`src/rtl/seg7_scan.sv`:
```
// Time-multiplexed driver for a common-anode multi-digit 7-segment display.
// Scans a captured hex value digit by digit with a dead-time slot between digits.
module seg7_scan #(
    parameter int NUM_DIGITS  = 4,
    parameter int REFRESH_DIV = 100000
) (
    input  logic                    clk,
    input  logic                    rst,
    input  logic [4*NUM_DIGITS-1:0] value,
    input  logic                    overflow,
    input  logic                    load,
    input  logic                    blank_lz,
    output logic [6:0]              seg,
    output logic [NUM_DIGITS-1:0]   anode
);

    localparam int CW = (REFRESH_DIV > 2) ? $clog2(REFRESH_DIV) : 1;
    localparam int IW = (NUM_DIGITS > 1) ? $clog2(NUM_DIGITS) : 1;

    localparam logic [6:0] SEG_OFF = 7'b1111111;
    localparam logic [6:0] SEG_OVF = 7'b0110110;

    function automatic logic [6:0] hex_glyph(input logic [3:0] d);
        logic [6:0] g;
        case (d)
            4'h0:    g = 7'b1000000;
            4'h1:    g = 7'b1111001;
            4'h2:    g = 7'b0100100;
            4'h3:    g = 7'b0110000;
            4'h4:    g = 7'b0011001;
            4'h5:    g = 7'b0010010;
            4'h6:    g = 7'b0000010;
            4'h7:    g = 7'b1111000;
            4'h8:    g = 7'b0000000;
            4'h9:    g = 7'b0010000;
            4'hA:    g = 7'b0001000;
            4'hB:    g = 7'b0000011;
            4'hC:    g = 7'b1000110;
            4'hD:    g = 7'b0100001;
            4'hE:    g = 7'b0000110;
            4'hF:    g = 7'b0001110;
            default: g = 7'b1111111;
        endcase
        return g;
    endfunction

    logic [CW-1:0]           cnt_q, cnt_d;
    logic [IW-1:0]           idx_q, idx_d;
    logic [4*NUM_DIGITS-1:0] shadow_q, shadow_d;
    logic                    ovf_q, ovf_d;
    logic [6:0]              seg_q, seg_d;
    logic [NUM_DIGITS-1:0]   anode_q, anode_d;
    logic [3:0]              digit_s;
    logic                    blanked_s;

    // Next-state logic for prescaler, digit index, shadow and output registers.
    always_comb begin
        cnt_d     = cnt_q;
        idx_d     = idx_q;
        shadow_d  = shadow_q;
        ovf_d     = ovf_q;
        seg_d     = SEG_OFF;
        anode_d   = '1;
        digit_s   = shadow_q[{idx_q, 2'b00} +: 4];
        // A digit is a leading zero when it and everything above it are zero.
        blanked_s = blank_lz && (idx_q != '0) && ((shadow_q >> {idx_q, 2'b00}) == '0);

        if (load) begin
            shadow_d = value;
            ovf_d    = overflow;
        end else begin
            shadow_d = shadow_q;
            ovf_d    = ovf_q;
        end

        if (cnt_q == CW'(REFRESH_DIV - 1)) begin
            cnt_d = '0;
            if (idx_q == IW'(NUM_DIGITS - 1)) begin
                idx_d = '0;
            end else begin
                idx_d = idx_q + 1'b1;
            end
        end else begin
            cnt_d = cnt_q + 1'b1;
            idx_d = idx_q;
        end

        if (cnt_q == '0) begin
            anode_d = '1;
            seg_d   = SEG_OFF;
        end else begin
            for (int i = 0; i < NUM_DIGITS; i++) begin
                anode_d[i] = (idx_q == IW'(i)) ? 1'b0 : 1'b1;
            end
            if (ovf_q) begin
                seg_d = SEG_OVF;
            end else if (blanked_s) begin
                seg_d = SEG_OFF;
            end else begin
                seg_d = hex_glyph(digit_s);
            end
        end
    end

    // State and output registers.
    always_ff @(posedge clk or posedge rst) begin
        if (rst) begin
            cnt_q    <= '0;
            idx_q    <= '0;
            shadow_q <= '0;
            ovf_q    <= 1'b0;
            seg_q    <= SEG_OFF;
            anode_q  <= '1;
        end else begin
            cnt_q    <= cnt_d;
            idx_q    <= idx_d;
            shadow_q <= shadow_d;
            ovf_q    <= ovf_d;
            seg_q    <= seg_d;
            anode_q  <= anode_d;
        end
    end

    assign seg   = seg_q;
    assign anode = anode_q;

endmodule

```
`config.mk`:
```
export PLATFORM = sky130hd
export DESIGN_NAME = seg7_scan
export DESIGN_NICKNAME = d
export VERILOG_FILES = /design/src/rtl/seg7_scan.sv
export SDC_FILE = /design/constraint.sdc
export NUM_CORES = 1
export LEC_CHECK = 0
export CAP_MARGIN = 20
export CORE_MARGIN = 4
export CORE_UTILIZATION = 37
export DETAILED_ROUTE_END_ITERATION = 10
export RECOVER_POWER = 25
export SYNTH_ARGS = -nofsm -noshare
export SYNTH_HDL_FRONTEND = slang
export SYNTH_SLANG_ARGS = --single-unit
```
`constraint.sdc`:
```
create_clock -name clk -period 2.3 [get_ports clk]
set_input_delay 0.575 -clock clk [delete_from_list [all_inputs] [get_ports clk]]
set_output_delay 0.575 -clock clk [all_outputs]
set_load 0.1 [all_outputs]
```
==> reports/results.tsv <==
stage	metric	value	unit
critical_path	arrival	2.35	ns
timing	rsz0062_at_grt	no	
die	start_util	38.93	%
timing	hold_viol	0	
die	coreArea	6061	µm²
timing	maxSlewHeadroom	64.46	%
route	routed_wl	4.389	mm
clock_network	cts_inserted_buffers	5	
timing	fmax	471.2	MHz
cells_and_area	drive_above_1_share	27.98	%
critical_path	crit_path_start_kind	flop	
power	clockPowerShare	35.7	%
cells_and_area	areaGrowthSynthToFinish	24.60	%
power	intPower	0.001459	W
timing	maxSlewViolCount	0	
placed_design	hpwl	3.370	mm
route	ant_nets	0	
power	p_switching	0.0005475	W
logic_synthesis	synth-seq-cells	47	
global_route	grt-ovfl-total	0	
timing	min_period	2.122	ns
logic_synthesis	synthFlopType	dfrtp_1	
timing	setup_tns	0	ns
global_route	grt_first_pass_wirelength	7.810	mm
cells_and_area	utilization	48.51	%
global_route	grt_max_degree	23	
power	power.density	682.3	nW/µm²
clock_network	clockRootBuffer	clkbuf_8	
placed_design	dpl_worst_slack	-0.001082	ns
clock_network	clk_latency	0.30	ns
cells_and_area	final_common_cell	dfrtp_1	
timing	whs	0.5056	ns
placed_design	gp_congestion	0.7928	
cells_and_area	final_cell_mix	35 x dfrtp_1, 22 x buf_4, 19 x clkdlybuf4s50_1	
clock_network	cts_tree	done	
cells_and_area	final_area	2940	µm²
power	vdd_drop_max	0.3372	mV
critical_path	worst_ep_required_time	2.53	ns
cells_and_area	final_nets	275	
route	dr_total_vias	1565	
critical_path	worstSetupPathType	flop to flop	
min_path	hold_class	flop to flop	
clock_network	clockBufferDepth	2	
power	leakage	1.254	nW
cells_and_area	n_fill_cell	554	
timing	layout_setup_ws	0.1776	ns
logic_synthesis	synth_edf_count	0	
critical_path	end_kind	flop	
die	die_area	7719	µm²
timing	fin_skew	0.007287	ns
cells_and_area	antenna_cells	0	
route	drt_iter0_markers	63	
logic_synthesis	ys_types	37	
placed_design	placed_area	2781	µm²
outcome	outcome	finished, final reports clean	
global_route	use_met1	18.57	%
logic_synthesis	synthCells	199	
global_route	grt_usage	12.96	%
die	die_h	87.86	µm
die	fp.dieW	87.86	µm
logic_synthesis	yosys_warnings	0	
route	wl_per_cell	13.80	µm
global_route	first_global_vias	1629	
clock_network	cts.sinks	47	
run	drv_cap	0	
route	drc_errors	0	
power	p_sw_share	27.29	%
global_route	grtUsageMet3	3.293	%
route	dr.pass1.iters	4	
timing	setup_viol	0	
global_route	busiest_layer	met2	
logic_synthesis	synthesis.nets	232	
placed_design	portBuffers	31	
logic_synthesis	syn_area	2360	µm²
clock_network	cts_htree_levels	2	
global_route	grt_use_met2	19.38	%
die	ioPinCount	32	
logic_synthesis	ys_seq_area_share	50.42	%
logic_synthesis	avgSynthCellArea	11.86	µm²
logic_synthesis	async_flop_share	100.0	%
clock_network	clk_pin_slew	0.09	ns
timing	worst_pin_slew	0.5331	ns
die	rows	28	
route	via_per_inst	4.921	
power	power_frac_comb	18.5	%
global_route	antenna_found_initial	0	
power	seq_power_share	45.8	%
critical_path	critical_path.max_fanout	4	
timing	post-route-period-util	92.28	%
power by group through the flow:
stage / logic, W / registers (W) / clock network [W]
global placement: 0.000375 / 0.000933 / 0
detailed placement: 0.000377 / 0.000932 / 0
floorplan: 0.000148 / 0.00105 / 0
finish: 0.000371 / 0.000918 / 0.000717
CTS: 0.000378 / 0.000917 / 0.000745
global route: 0.000400 / 0.000926 / 0.000773
path summary, 6_finish.rpt:
kind                                      start              endpoint  slack [ns]  cells past startpoint
hold / removal              cnt_q[14]$_DFF_PP0_   cnt_q[14]$_DFF_PP0_        0.51                      1
setup / recovery           idx_q[0]$_DFFE_PP0N_      seg[1]$_DFF_PP1_        0.18                      8
setup reg to reg           idx_q[0]$_DFFE_PP0N_      seg[1]$_DFF_PP1_        0.18                      8
max in group asynchronous                   rst  idx_q[0]$_DFFE_PP0N_        0.63                      3
min in group asynchronous                   rst     ovf_q$_DFFE_PP0P_        0.75                      2
hold reg to reg             cnt_q[14]$_DFF_PP0_   cnt_q[14]$_DFF_PP0_        0.51                      1
area by class of cell:
class                      count  area [µm²]  share of cell area, %
clock buffer                   5       68.82                  2.340
clock inverter                 3       67.56                  2.298
inverter                       9       33.78                  1.149
multi-input combinational    136        1115                  37.91
sequential                    47        1191                  40.51
tap                           75       93.84                  3.191
timing repair buffer          43       370.4                  12.60
worst max-delay path: stages (launching register included):
cell,delay [ns]
dfrtp_2,0.42
mux4_2,0.51
inv_1,0.09
ha_2,0.19
nor4b_4,0.20
nand2_2,0.09
a211oi_4,0.30
nor3b_2,0.13
o211ai_1,0.10
registers in the layout, indices dropped and copies added (netlist names):
register / cells
shadow_q: 16
idx_q: 2
seg: 7
anode: 4
ovf_q: 1
cnt_q: 17
metal layers:
metal  part of all wire (%)  up-vias
met2                     42       30
met4                    1.3        0
li1                       -      784
met5                      0        -
met1                     52      747
met3                    4.8        4
synth_stat cells, drive strengths merged (4+ instances only):
master,count,area (µm²)
o211ai,4,35.03
nor4,4,25.02
inv,9,33.78
nand2,16,60.06
xor2,7,61.31
dfrtp,36,900.9
xnor2,9,78.83
mux2,21,244.0
nor2,16,60.06
nand4,4,25.02
nand3,8,40.04
mux4,4,93.84
a211oi,4,45.05
dfstp,11,289.0
buf,5,42.53
o21ai,8,40.03
ha,12,150.1
nor3,5,25.02
kinds of logic after synthesis:
group	share of synthesized area, %
XOR/XNOR	5.939
multiplexers	14.32
buffers and inverters	3.552
adder cells (fa/ha/maj)	6.363
AND/OR/NAND/NOR	13.04
AO/OA/AOI/OAI	6.363
flip-flops	50.42
through the flow:
stage	cells	power, W
after floorplan	199	0.001203
after global routing	318	0.002098
final	318	0.002006
after detailed placement	309	0.001309
after global placement	309	0.001308
after CTS	317	0.002039
timing repair:
item,CTS,global route
pin swaps,0,2
resized for setup,1,7
hold buffers,0,0
endpoints found under the setup margin,2,7
cloned,0,0
setup buffers,0,1
hold endpoints to repair,0,0
No activity file was read; power rests on OpenSTA's default activity.
